### src/rtl/door_direction_detector_pkg.sv
// Shared types and default constants for the smart-room door direction detector.
package smart_room_pkg;

  typedef enum logic [2:0] {
    IDLE,
    IN_1,
    IN_2,
    IN_3,
    OUT_1,
    OUT_2,
    OUT_3,
    WAIT_CLEAR
  } door_state_t;

  localparam int DOOR_DEBOUNCE_DEFAULT = 16;
  localparam int DOOR_TIMEOUT_DEFAULT  = 1000;

endpackage

### src/rtl/door_direction_detector_beam_debouncer.sv
// Two-flop synchroniser plus stability counter for one raw infrared beam.
module beam_debouncer
  import smart_room_pkg::*;
#(
  parameter int DEBOUNCE_CYCLES = DOOR_DEBOUNCE_DEFAULT
) (
  input  logic clk,
  input  logic reset,
  input  logic raw,
  output logic filtered
);

  localparam int CW = $clog2(DEBOUNCE_CYCLES + 1);
  localparam logic [CW-1:0] CNT_LAST = CW'(DEBOUNCE_CYCLES - 1);

  logic          sync1_q;
  logic          sync2_q;
  logic          filt_q;
  logic          filt_d;
  logic [CW-1:0] cnt_q;
  logic [CW-1:0] cnt_d;

  // The final differing cycle flips the filter instead of storing the count.
  always_comb begin
    filt_d = filt_q;
    cnt_d  = '0;
    if (sync2_q != filt_q) begin
      if (cnt_q == CNT_LAST) begin
        filt_d = sync2_q;
      end else begin
        cnt_d = cnt_q + 1'b1;
      end
    end
  end

  always_ff @(posedge clk) begin
    if (reset) begin
      sync1_q <= 1'b0;
      sync2_q <= 1'b0;
      filt_q  <= 1'b0;
      cnt_q   <= '0;
    end else begin
      sync1_q <= raw;
      sync2_q <= sync1_q;
      filt_q  <= filt_d;
      cnt_q   <= cnt_d;
    end
  end

  assign filtered = filt_q;

endmodule

### src/rtl/door_direction_detector.sv
// Ordered-sequence FSM turning debounced outer/inner beam levels into
// registered enter/exit/abort pulses for the occupancy counter.
module door_direction_detector
  import smart_room_pkg::*;
#(
  parameter int DEBOUNCE_CYCLES = DOOR_DEBOUNCE_DEFAULT,
  parameter int TIMEOUT_CYCLES  = DOOR_TIMEOUT_DEFAULT
) (
  input  logic clk,
  input  logic reset,
  input  logic beam_outer,
  input  logic beam_inner,
  output logic enter_pulse,
  output logic exit_pulse,
  output logic abort_pulse,
  output logic busy
);

  localparam int TW = $clog2(TIMEOUT_CYCLES + 1);
  localparam logic [TW-1:0] TMO_LAST = TW'(TIMEOUT_CYCLES - 1);

  door_state_t   state_q;
  door_state_t   state_d;
  logic [TW-1:0] tmo_q;
  logic [TW-1:0] tmo_d;
  logic          enter_q;
  logic          enter_d;
  logic          exit_q;
  logic          exit_d;
  logic          abort_q;
  logic          abort_d;
  logic          outer_f;
  logic          inner_f;
  logic [1:0]    pair;
  logic          in_passage;

  beam_debouncer #(.DEBOUNCE_CYCLES(DEBOUNCE_CYCLES)) u_outer (
    .clk      (clk),
    .reset    (reset),
    .raw      (beam_outer),
    .filtered (outer_f)
  );

  beam_debouncer #(.DEBOUNCE_CYCLES(DEBOUNCE_CYCLES)) u_inner (
    .clk      (clk),
    .reset    (reset),
    .raw      (beam_inner),
    .filtered (inner_f)
  );

  assign pair       = {outer_f, inner_f};
  assign in_passage = (state_q != IDLE) && (state_q != WAIT_CLEAR);

  always_ff @(posedge clk) begin
    if (reset) begin
      state_q <= IDLE;
      tmo_q   <= '0;
      enter_q <= 1'b0;
      exit_q  <= 1'b0;
      abort_q <= 1'b0;
    end else begin
      state_q <= state_d;
      tmo_q   <= tmo_d;
      enter_q <= enter_d;
      exit_q  <= exit_d;
      abort_q <= abort_d;
    end
  end

  // Any pair not named for a passage state is illegal and aborts.
  always_comb begin
    state_d = state_q;
    case (state_q)
      IDLE: begin
        case (pair)
          2'b10:   state_d = IN_1;
          2'b01:   state_d = OUT_1;
          2'b11:   state_d = WAIT_CLEAR;
          default: state_d = IDLE;
        endcase
      end
      IN_1: begin
        case (pair)
          2'b10:   state_d = IN_1;
          2'b11:   state_d = IN_2;
          2'b00:   state_d = IDLE;
          default: state_d = WAIT_CLEAR;
        endcase
      end
      IN_2: begin
        case (pair)
          2'b11:   state_d = IN_2;
          2'b01:   state_d = IN_3;
          2'b10:   state_d = IN_1;
          default: state_d = WAIT_CLEAR;
        endcase
      end
      IN_3: begin
        case (pair)
          2'b01:   state_d = IN_3;
          2'b00:   state_d = IDLE;
          2'b11:   state_d = IN_2;
          default: state_d = WAIT_CLEAR;
        endcase
      end
      OUT_1: begin
        case (pair)
          2'b01:   state_d = OUT_1;
          2'b11:   state_d = OUT_2;
          2'b00:   state_d = IDLE;
          default: state_d = WAIT_CLEAR;
        endcase
      end
      OUT_2: begin
        case (pair)
          2'b11:   state_d = OUT_2;
          2'b10:   state_d = OUT_3;
          2'b01:   state_d = OUT_1;
          default: state_d = WAIT_CLEAR;
        endcase
      end
      OUT_3: begin
        case (pair)
          2'b10:   state_d = OUT_3;
          2'b00:   state_d = IDLE;
          2'b11:   state_d = OUT_2;
          default: state_d = WAIT_CLEAR;
        endcase
      end
      WAIT_CLEAR: begin
        if (pair == 2'b00) begin
          state_d = IDLE;
        end
      end
      default: state_d = IDLE;
    endcase

    // A legal move always wins over an expiring timeout in the same cycle.
    if (in_passage && (state_d == state_q) && (tmo_q == TMO_LAST)) begin
      state_d = WAIT_CLEAR;
    end

    if (!in_passage || (state_d != state_q)) begin
      tmo_d = '0;
    end else begin
      tmo_d = tmo_q + 1'b1;
    end
  end

  always_comb begin
    enter_d = (state_q == IN_3)  && (state_d == IDLE);
    exit_d  = (state_q == OUT_3) && (state_d == IDLE);
    abort_d = (state_q != WAIT_CLEAR) && (state_d == WAIT_CLEAR);
    busy    = (state_q != IDLE);
  end

  assign enter_pulse = enter_q;
  assign exit_pulse  = exit_q;
  assign abort_pulse = abort_q;

endmodule

### config.mk
export PLATFORM = sky130hd
export DESIGN_NAME = door_direction_detector
export DESIGN_NICKNAME = d
export VERILOG_FILES = /design/src/rtl/door_direction_detector_pkg.sv /design/src/rtl/door_direction_detector_beam_debouncer.sv /design/src/rtl/door_direction_detector.sv
export SDC_FILE = /design/constraint.sdc
export NUM_CORES = 1
export LEC_CHECK = 0
export BUFFER_PORTS_ARGS = -buffer_cell sky130_fd_sc_hd__buf_2
export CAP_MARGIN = 20
export CORE_ASPECT_RATIO = 0.7
export CORE_MARGIN = 1.5
export CORE_UTILIZATION = 48
export CTS_BUF_LIST = sky130_fd_sc_hd__clkbuf_8
export DETAILED_ROUTE_END_ITERATION = 10
export PLACE_DENSITY = 0.68
export REMOVE_ABC_BUFFERS = 1
export SYNTH_ARGS = -nofsm -noshare
export SYNTH_HDL_FRONTEND = slang
export SYNTH_SLANG_ARGS = --single-unit
export TNS_END_PERCENT = 5
### constraint.sdc
create_clock -name clk -period 2.4 [get_ports clk]
set_input_delay 0.48 -clock clk [delete_from_list [all_inputs] [get_ports clk]]
set_output_delay 0.48 -clock clk [all_outputs]
set_load 0.01 [all_outputs]
[Word level (Yosys, flattened, before mapping)]
Cells that the tools add are included.
Cells by class
  add/sub/neg operators: 3
  equal/unequal tests: 19
  bitwise gates (word level): 2
  mux-type cells: 10
  reduce and logical (&&, ||, !) cells: 17
Operator list (number)
  one-hot mux 3 bit (3 select lines): 6
  one-hot mux 3 bit (8 select lines): 1
  == test 3 bit, second input constant: 5
  adder 10 x 1 -> 10 bit, second input constant: 1
  adder 5 x 1 -> 5 bit, second input constant: 2
  == test 10 bit, second input constant: 1
  == test 5 x 4 -> 1 bit, second input constant: 2
  == test 3 x 2 -> 1 bit, second input constant: 2
  logical AND 1 bit: 6
  zero test 3 bit: 2
  2-to-1 mux 3 bit: 2
  one-hot mux 2 bit (3 select lines): 1
  OR reduction 3 bit: 2
  == test 2 bit, second input constant: 2
  AND reduction 2 bit: 2
  == test 3 x 1 -> 1 bit, second input constant: 1
  == test 3 bit: 1
  != test 3 bit: 1
  != test 3 bit, second input constant: 1
  nonzero test 3 bit: 1
  == test 2 x 1 -> 1 bit, second input constant: 1
  zero test 2 bit: 1
  != test 1 bit: 2
  NOT 1 bit: 2
  other kinds (3): 3
Storage, ports and cells
  logic and storage cells: 64
  output and inout port bits: 4
  bits in registers: 32
  input port bits: 4

[Logic depth before layout (Yosys ltp)]
Gate-level depths: netlist of run 1.
  depth after elaboration: 10
  mapped depth: 9
  gate-level depth less buffers: 8

[Cells and area by module]
A second synthesis of run 1 with hierarchy kept.
Unflattened totals
  cell total of the unflattened synthesis: 188
  area, all modules: 1740.4 um2
Modules (own cells, without submodules)
  door_direction_detector: sequential area each 320.3 um2, instances 1, area each 1167.4 um2, cells an instance 134
  beam_debouncer: sequential area each 160.2 um2, instances 2, area each 286.5 um2, cells an instance 27

[Worst setup path before layout of run 1]
No wires, ideal clock.
  path kind: reg-to-reg
  start point: register u_outer.filt_q (netlist: u_outer.filtered)
  end point: register tmo_q[3]
  cell stages (with the launch flop): 10
  setup slack: 0.133 ns
  data arrival time: 2.205 ns
  required time: 2.338 ns
  buffers on the path: 1
  period minus slack after synthesis: 2.267 ns
  cells stage by stage: dfxtp_1 > inv_1 > ha_1 > mux2_1 > o21a_1 > nor4_2 > nand4_1 > or3_1 > buf_6 > nor2_2
Between the ends
  cells in the longest elaborated chain, start to end: 10
RTL lines
  start: declaration: RTL line door_direction_detector_beam_debouncer.sv:18  | logic filt_q;
  start signal: assignment: RTL line door_direction_detector_beam_debouncer.sv:45  | filt_q <= filt_d;
  == test 2 bit, or another cell as far along
  one-hot mux 3 bit (3 select lines), or another cell as far along: RTL line door_direction_detector.sv:123  | case (pair)
  one-hot mux 3 bit (8 select lines) (*): RTL line door_direction_detector.sv:73  | case (state_q)
  == test 3 bit: RTL line door_direction_detector.sv:139  | if (in_passage && (state_d == state_q) && (tmo_q == TMO_LAST)) begin
  logical AND 1 bit (2 in series): RTL line door_direction_detector.sv:139
  2-to-1 mux 3 bit (*): RTL line door_direction_detector.sv:139
  != test 3 bit (*): RTL line door_direction_detector.sv:143  | if (!in_passage || (state_d != state_q)) begin
  logical OR 1 bit (*): RTL line door_direction_detector.sv:143
  OR reduction 2 bit (no source line) (*)
  end signal: assignment: RTL line door_direction_detector.sv:63  | tmo_q <= tmo_d;
  end: declaration: RTL line door_direction_detector.sv:24  | logic [TW-1:0] tmo_q;
Mark *: on every way between the ends. The rest lies on a longest branch, timed or not.
A chain may end at the register's enable or synchronous reset.

[Worst setup path in the final report of run 1]
  start point: register u_outer.filt_q (netlist: u_outer.filtered)
  end point: register tmo_q[9]
Same word-level chain as after synthesis.

==> results of run 1 <==
critical path, stage by stage, from the launching register on:
cell,delay (ns)
dfxtp_1,0.36
inv_2,0.07
ha_1,0.22
mux2_1,0.30
o21a_1,0.19
nor4_2,0.24
nand4_1,0.18
or3_4,0.49
nor2_2,0.12
metrics by stage:
| stage | hold WS (ns) | setup slack [ns] | setup TNS [ns] | utilization, % |
|---|---|---|---|---|
| final | 0.419 | 0.165 | 0 | 59.1 |
| after global routing | 0.431 | 0.0353 | 0 | 59.1 |
| after CTS | 0.414 | 0.104 | 0 | 58.4 |
| after detailed placement | 0.439 | -0.0263 | -0.126 | 54.9 |
| after global placement | 0.420 | 0.0287 | 0 | 54.9 |
| after floorplan | 0.414 | 0.0374 | 0 | - |
final cells by class:
cell class,instances,area [µm²],area share (%)
multi-input cells,131,937,49.4
well taps,47,58.8,3.10
clock buffers,5,68.8,3.63
flip-flops and latches,32,642,33.8
inverters,13,48.8,2.57
repair buffers,16,103,5.41
clock inverters,3,38.8,2.04
cells by family after synthesis:
kind of cell / count (synthesis) / share of synthesized area [%]
adders and majority gates: 13 / 9.88
DFF: 32 / 38.9
buffers and inverters: 19 / 5.32
muxes: 6 / 3.80
xor gates and xnor gates: 14 / 7.45
and+or+nand+nor: 75 / 25.2
AOI/OAI and AO/OA: 22 / 9.42
worst min-delay path by stage:
stage                                           start                           to  cells after the start
after floorplan            u_inner.sync1_q$_SDFF_PP0_   u_inner.sync2_q$_SDFF_PP0_                      1
after global placement     u_outer.sync1_q$_SDFF_PP0_   u_outer.sync2_q$_SDFF_PP0_                      1
after detailed placement  u_outer.cnt_q[0]$_SDFF_PP0_  u_outer.cnt_q[0]$_SDFF_PP0_                      1
after CTS                                  beam_inner   u_inner.sync1_q$_SDFF_PP0_                      2
after global routing                       beam_inner   u_inner.sync1_q$_SDFF_PP0_                      2
final                                      beam_inner   u_inner.sync1_q$_SDFF_PP0_                      2
sequential cells by signal, indices dropped and copies added, names as in the netlist:
| signal | count |
|---|---|
| tmo_q | 10 |
| u_inner.cnt_q | 5 |
| u_outer.cnt_q | 5 |
| state_q | 3 |
| abort_pulse | 1 |
| enter_pulse | 1 |
| exit_pulse | 1 |
| u_inner.filtered | 1 |
| u_inner.sync1_q | 1 |
| u_inner.sync2_q | 1 |
| u_outer.filtered | 1 |
| u_outer.sync1_q | 1 |
| u_outer.sync2_q | 1 |
power by group through the flow:
stage | clock [W] | combinational (W) | sequential [W]
CTS | 0.000501 | 0.000345 | 0.000595
detailed placement | 0 | 0.000339 | 0.000607
floorplan | 0 | 0.000230 | 0.000618
global route | 0.000523 | 0.000409 | 0.000600
finish | 0.000492 | 0.000368 | 0.000595
global placement | 0 | 0.000339 | 0.000604
routing by layer:
layer	track usage [%]	up-vias	share of wire, %
met3	6.78	6	4.8
met2	31.1	31	47
met1	22.9	614	48
met5	0	-	0
li1	-	651	-
met4	5.35	0	1.1
synthesized netlist by cell type, drive strengths merged:
| library cell | n | area, µm² |
|---|---|---|
| a211o | 1 | 8.76 |
| a211oi | 1 | 7.51 |
| a21o | 1 | 7.51 |
| a21oi | 4 | 20.0 |
| a221oi | 1 | 8.76 |
| a2bb2oi | 1 | 8.76 |
| a31oi | 1 | 6.26 |
| and3 | 5 | 31.3 |
| and3b | 1 | 8.76 |
| buf | 3 | 27.5 |
| clkbuf | 3 | 11.3 |
| dfxtp | 32 | 641 |
| ha | 13 | 163 |
| inv | 13 | 48.8 |
| mux2 | 2 | 22.5 |
| mux2i | 4 | 40.0 |
| nand2 | 7 | 26.3 |
| nand2b | 4 | 25.0 |
| nand3 | 5 | 25.0 |
| nand4 | 4 | 25.0 |
| nand4b | 2 | 17.5 |
| nor2 | 29 | 134 |
| nor2b | 6 | 37.5 |
| nor3 | 2 | 10.0 |
| nor3b | 1 | 7.51 |
| nor4 | 2 | 18.8 |
| o211a | 2 | 20.0 |
| o21a | 2 | 15.0 |
| o21ai | 5 | 25.0 |
| o21bai | 1 | 7.51 |
| o311a | 1 | 10.0 |
| o32a | 1 | 10.0 |
| or2 | 2 | 12.5 |
| or3 | 5 | 36.3 |
| xnor2 | 9 | 78.8 |
| xor2 | 5 | 43.8 |
timing repair:
item / in CTS / in global routing
gates cloned: 0 / 1
endpoints found under the setup margin: 10 / 11
gates resized for setup: 1 / 4
buffers inserted: 0 / 1
pin swaps: 0 / 3
endpoints found under the hold margin: 0 / 0
==> results.cfg, run 1 <==
[sta]
timing.slew.headroom_pct = 70.5
grt_setup_unrepaired = no
setup_violations = 0
max_freq_mhz = 448
finalCriticalPeriod_ns = 2.23
hold_viol = 0
tightest_slew_ns = 0.442
fin_crit_sh_pct = 93.1
fin_skew_ns = 0.00285
slew_violations = 0

[die]
core_area_mm2 = 0.00321
dieWidth_um = 73.0
ioPinCount = 8
initial_core_util_pct = 51.3
row_count = 17
dieArea_mm2 = 0.00380
die_h_um = 52

[synth]
syn_inst = 181
netlist_area_mm2 = 0.00165
yosys_warnings = 0
synth_seq_area_share_pct = 38.9
synth.avg_cell_area_um2 = 9.10
synth-seq-cells = 32
synthDistinctLibCells = 41

[worst_hold_path]
hold_path.class = in2reg

[critical_path]
worst-r2r-cell-count = 8
crit_start = u_outer.filtered$_SDFFE_PP0P_
crit_end = tmo_q[9]$_SDFF_PP0_
reg2reg_from = u_outer.filtered$_SDFFE_PP0P_
r2r_slack_ns = 0.17
critPathLaunchType = register
worstSetupPathType = reg2reg
cp.required_ns = 2.62
arrival_ns = 2.45
r2r_end = tmo_q[9]$_SDFF_PP0_
endpoint_kind = register
worstPathMaxFanout = 5

[routing]
drc = 0
drt_iter0_drc = 124
dr.pass1.iters = 4
detail_route.wl_per_cell_um = 12.7
vias = 1302
via_per_inst = 5.27
routed_wl_um = 3130
ant_nets = 0

[clock_tree]
clock_sinks = 32
cts_buffers = 5
clock_path_buffers = 2
clk_pin_slew_worst_paths_ns = 0.06
cts_tree = done
ctsRootBufferMaster = clkbuf_8
hold_buffers = 0
insertion_delay_ns = 0.28
h-tree-depth = 2

[grt]
grt_first_pass_wirelength_um = 5380
grt_pass1_vias = 1262
grt-ovfl-total = 0
grt_usage_pct = 18.8
grt_max_degree = 16
antenna_found_initial = 0

[power]
clockPowerShare_pct = 33.8
p_seq_share_pct = 40.9
power_per_cell_area_mw_per_mm2 = 767
p_sw_w = 0.000417
p_total_w = 0.00146
comb_power_share_pct = 25.3
leakagePower_nw = 0.746
swShare_pct = 28.7
vdd_drop_max_v = 0.000456
p_int_w = 0.00104

[flow_run]
cap_violations = 0

[finish]
fin_area_mm2 = 0.00190
syn_to_final_growth_pct = 15.2
finalNetCount = 216
insertedDiodeCount = 0
nFillCells = 272
final_common_cell = dfxtp_1
final_cell_mix = dfxtp_1 (31), nor2_1 (19), inv_1 (13), ha_1 (12), nor2_2 (10)
instances_no_fill = 247
layout-drive-gt1-share_pct = 21.5

[place]
place_area_mm2 = 0.00176
io_buffers = 7
dp_cells = 237
gp_congestion = 0.960
dp.final_hpwl_um = 2310

[status]
outcome = finished clean
No activity file was read; power rests on OpenSTA's default activity.
==> run 2: changes to the inputs <==
- CORE_MARGIN: 1.5 -> 2
==> results.cfg, run 2 (synthesis results as in run 1) <==
[status]
outcome = finished clean

[worst_hold_path]
hp-start = beam_outer
hold_path_end = u_outer.sync1_q$_SDFF_PP0_
min_path_cells = 2
hold_path.class = in2reg

[place]
dp_slack_ns = -0.0934
io_buffers = 7
gp_congestion = 0.936
dp_cells = 238
dp.final_hpwl_um = 2300

[grt]
grt_first_pass_wirelength_um = 5370
grt_max_degree = 16
grt_usage_pct = 18.5
grt_pass1_vias = 1234
antenna_found_initial = 0
grt-ovfl-total = 0

[finish]
layout-drive-gt1-share_pct = 21.6
largest_reg_flops = 10
final_common_cell = dfxtp_1
utilization_pct = 59.3
syn_to_final_growth_pct = 15.6
final_cell_mix = dfxtp_1 (31), nor2_1 (19), inv_1 (13), ha_1 (13), nor2_2 (10)
instances_no_fill = 246
nFillCells = 290
finalNetCount = 216
max_flop_register = tmo_q
insertedDiodeCount = 0
reg.largest.list = tmo_q (10), u_inner.cnt_q (5), u_outer.cnt_q (5)

[power]
swShare_pct = 30.2
clockPowerShare_pct = 30.7
power_per_cell_area_mw_per_mm2 = 752
comb_power_share_pct = 27.8
vdd_drop_max_v = 0.000407
leakagePower_nw = 0.740
p_seq_share_pct = 41.5
p_sw_w = 0.000432
p_int_w = 0.00100

[routing]
via_per_inst = 5.17
routedLengthMet1_um = 1550
routed_wl_um = 3200
drt_iter0_drc = 93
ant_nets = 0
wl_met3_um = 124
dr.pass1.iters = 4
route.met2.wl_um = 1490
highest_layer = met4
detail_route.wl_per_cell_um = 13.0
drc = 0
vias = 1272

[sta]
worst_slack_ns = 0.191
fin_crit_sh_pct = 92.0
tightest_slew_ns = 0.476
grt_setup_unrepaired = no
timing.slew.headroom_pct = 68.0
finalCriticalPeriod_ns = 2.21
setup_violations = 0
tns_ns = 0
hold_viol = 0
slew_violations = 0
max_freq_mhz = 453
fin_skew_ns = 0.00567

[critical_path]
r2r_end = tmo_q[2]$_SDFF_PP0_
worstPathMaxFanout = 5
critPathLaunchType = register
worstSetupPathType = reg2reg
reg2reg_from = u_outer.filtered$_SDFFE_PP0P_
cp.required_ns = 2.62
r2r_slack_ns = 0.19
worst-r2r-cell-count = 8
endpoint_kind = register
arrival_ns = 2.43

[flow_run]
cap_violations = 0

[clock_tree]
insertion_delay_ns = 0.28
clock_path_buffers = 2
clk_pin_slew_worst_paths_ns = 0.06
clock_sinks = 32
h-tree-depth = 2
cts_tree = done
cts_buffers = 5
ctsRootBufferMaster = clkbuf_8

[die]
die_h_um = 53
row_count = 17
initial_core_util_pct = 51.3
core_area_mm2 = 0.00321
dieArea_mm2 = 0.00392
dieWidth_um = 74.0
ioPinCount = 8
run 2: what timing repair did:
action | CTS | global route
buffers inserted | 0 | 0
gates resized for setup | 1 | 5
pin swaps | 0 | 3
hold buffers | 0 | 0
endpoints found under the setup margin | 10 | 12
cloned | 0 | 1
run 2: cell type report:
cell class / count / area (µm²) / area share [%]
timing repair buffer: 16 / 103 / 5.39
tap: 47 / 58.8 / 3.09
inverter: 13 / 48.8 / 2.56
sequential: 32 / 642 / 33.7
clock buffer: 7 / 96.3 / 5.06
multi-input combinational: 131 / 955 / 50.2
run 2: worst max-delay path by stage:
stage	from	endpoint	depth (start not counted)
floorplan	u_outer.filtered$_SDFFE_PP0P_	tmo_q[2]$_SDFF_PP0_	8
global placement	u_outer.filtered$_SDFFE_PP0P_	tmo_q[7]$_SDFF_PP0_	8
detailed placement	u_inner.filtered$_SDFFE_PP0P_	tmo_q[2]$_SDFF_PP0_	8
CTS	u_inner.filtered$_SDFFE_PP0P_	tmo_q[2]$_SDFF_PP0_	8
global route	u_outer.filtered$_SDFFE_PP0P_	tmo_q[4]$_SDFF_PP0_	8
finish	u_outer.filtered$_SDFFE_PP0P_	tmo_q[2]$_SDFF_PP0_	8
run 2: critical path: stages, from the launching register on:
cell and delay [ns]:
dfxtp_1 0.34, inv_1 0.09, ha_1 0.24, mux2_1 0.30, o21a_1 0.22, nor4_4 0.15, nand4_1 0.20, or3_4 0.48
nor2_2 0.12
run 2: routing by layer:
layer / up-vias / GRT usage [%]
met1: 601 / 22.2
met5: - / 0
li1: 647 / -
met4: 0 / 3.03
met3: 6 / 8.57
met2: 18 / 30.8
run 2: power groups by stage:
stage	combinational (W)	clock, W	sequential, W
2_1_floorplan	0.000230	0	0.000618
3_3_place_gp	0.000345	0	0.000602
3_5_place_dp	0.000349	0	0.000604
4_1_cts	0.000356	0.000446	0.000592
5_1_grt	0.000438	0.000473	0.000599
6_report	0.000398	0.000440	0.000594
run 2: per-stage QoR:
step	hold slack, ns	instance area [µm²]	power [W]
CTS	0.404	1870	0.00139
finish	0.407	1900	0.00143
global placement	0.424	1770	0.000947
detailed placement	0.421	1770	0.000953
global route	0.407	1900	0.00151
floorplan	0.414	1610	0.000849
==> run 3: changes to the inputs <==
- BUFFER_PORTS_ARGS: -buffer_cell sky130_fd_sc_hd__buf_2 -> default
- DONT_BUFFER_PORTS: default -> 1
- PLACE_DENSITY: 0.68 -> 0.66
==> results.cfg, run 3 (synthesis results as in run 1) <==
[finish]
fin_area_mm2 = 0.00183
final_common_cell = dfxtp_1
final_cell_mix = dfxtp_1 (30), nor2_1 (19), inv_1 (13), ha_1 (12), nor2_2 (10)
max_flop_register = tmo_q
reg.largest.list = tmo_q (10), u_inner.cnt_q (5), u_outer.cnt_q (5)
syn_to_final_growth_pct = 11.2
largest_reg_flops = 10
insertedDiodeCount = 0
finalNetCount = 207
layout-drive-gt1-share_pct = 18.3
nFillCells = 297

[critical_path]
cp.required_ns = 2.62
endpoint_kind = register
cp.depth = 8
worstSetupPathType = reg2reg
crit_chain = inv_1 > ha_1 > mux2_1 > o21a_1 > nor4_2 > nand4_1 > or3_4 > nor2_2
r2r_end = tmo_q[2]$_SDFF_PP0_
crit_end = tmo_q[2]$_SDFF_PP0_
critPathMaxStageDelay_ns = 0.49
worst-r2r-cell-count = 8
worstPathMaxFanout = 5
crit_family = simple AND/OR/NAND/NOR gates
critPathLaunchType = register
reg2reg_from = u_inner.filtered$_SDFFE_PP0P_
crit_start = u_inner.filtered$_SDFFE_PP0P_
r2r_slack_ns = 0.12
arrival_ns = 2.50
cp_slowest_cell = or3_4
crit_buf_inv = 1

[die]
row_count = 17
dieArea_mm2 = 0.00392
initial_core_util_pct = 51.3
core_area_mm2 = 0.00321
dieWidth_um = 74.0
ioPinCount = 8
die_h_um = 53

[status]
outcome = finished clean

[power]
vdd_drop_max_v = 0.000377
p_total_w = 0.00135
power_per_cell_area_mw_per_mm2 = 736
leakagePower_nw = 0.692

[routing]
routed_wl_um = 2960
via_per_inst = 5.31
drc = 0
dr.pass1.iters = 4
detail_route.wl_per_cell_um = 12.5
ant_nets = 0
vias = 1264
drt_iter0_drc = 65

[place]
dp.final_hpwl_um = 2110
dp_slack_ns = -0.147
io_buffers = 0
place_area_mm2 = 0.00172
gp_congestion = 0.951

[clock_tree]
clock_sinks = 32
clock_path_buffers = 2
hold_buffers = 0
cts_tree = done
cts_buffers = 5
post_cts_buffers = 0
ctsRootBufferMaster = clkbuf_8
clk_pin_slew_worst_paths_ns = 0.07
h-tree-depth = 2
insertion_delay_ns = 0.29

[sta]
max_freq_mhz = 439
slew_violations = 0
fin_crit_sh_pct = 94.9
worst_slack_ns = 0.123
hold_viol = 0
fin_skew_ns = 0.0113
tightest_slew_ns = 0.473
finalCriticalPeriod_ns = 2.28
setup_violations = 0
timing.slew.headroom_pct = 68.2

[grt]
antenna_found_initial = 0
gr-usage-met1_pct = 21.2
grt_first_pass_wirelength_um = 5020
grtUsageMet2_pct = 26.3
grt_usage_pct = 16.8
grt.busiest_layer = met2
grt_max_degree = 15
grt_pass1_vias = 1180
grt-ovfl-total = 0
grt.met3_usage_pct = 6.67

[worst_hold_path]
hold_path.class = in2reg

[flow_run]
cap_violations = 0
run 3: cell count changes in the layout (fill, tap and decap cells not counted), sizes merged:
cell,before,now
clkinv,0,3
clkbuf,7,5
buf,16,7
run 3: worst min path at each step:
stage	slack, ns	depth (start not counted)	from	to
3_3_place_gp	0.42	1	u_outer.sync1_q$_SDFF_PP0_	u_outer.sync2_q$_SDFF_PP0_
6_report	0.25	1	reset	u_outer.filtered$_SDFFE_PP0P_
5_1_grt	0.24	1	reset	u_outer.filtered$_SDFFE_PP0P_
4_1_cts	0.25	1	reset	u_outer.sync2_q$_SDFF_PP0_
3_5_place_dp	0.42	1	u_outer.sync1_q$_SDFF_PP0_	u_outer.sync2_q$_SDFF_PP0_
2_1_floorplan	0.41	1	u_inner.sync1_q$_SDFF_PP0_	u_inner.sync2_q$_SDFF_PP0_
run 3: area by class of cell:
| type | count | area (µm²) | share of cell area, % |
|---|---|---|---|
| Clock buffer | 5 | 68.8 | 3.76 |
| Clock inverter | 3 | 18.8 | 1.03 |
| Inverter | 13 | 48.8 | 2.67 |
| Multi-Input combinational cell | 131 | 937 | 51.2 |
| Sequential cell | 32 | 646 | 35.3 |
| Tap cell | 47 | 58.8 | 3.21 |
| Timing Repair Buffer | 7 | 52.6 | 2.87 |
run 3: per-stage QoR:
step / setup TNS (ns) / hold slack, ns / instances / utilization (%)
after global placement: -0.405 / 0.421 / 229 / 53.5
after floorplan: 0 / 0.414 / 175 / -
after detailed placement: -1.31 / 0.420 / 229 / 53.5
after global routing: -0.000614 / 0.239 / 238 / 57.0
after CTS: 0 / 0.250 / 237 / 56.4
final: 0 / 0.250 / 238 / 57.0
run 3: where the power goes:
group,internal [W],total (W),switching (W)
Combinational,0.000157,0.000350,0.000193
Sequential,0.000558,0.000593,0.0000343
Clock,0.000202,0.000405,0.000203
run 3: repair_timing:
action | CTS | global route
pin swaps | 0 | 3
gates cloned | 0 | 1
resized for setup | 1 | 5
endpoints found under the setup margin | 10 | 11
run 3: per-layer routing:
layer | up-vias | part of all wire, %
met5 | - | 0
met2 | 34 | 44
li1 | 628 | -
met4 | 0 | 1.2
met1 | 596 | 50
met3 | 6 | 5.3
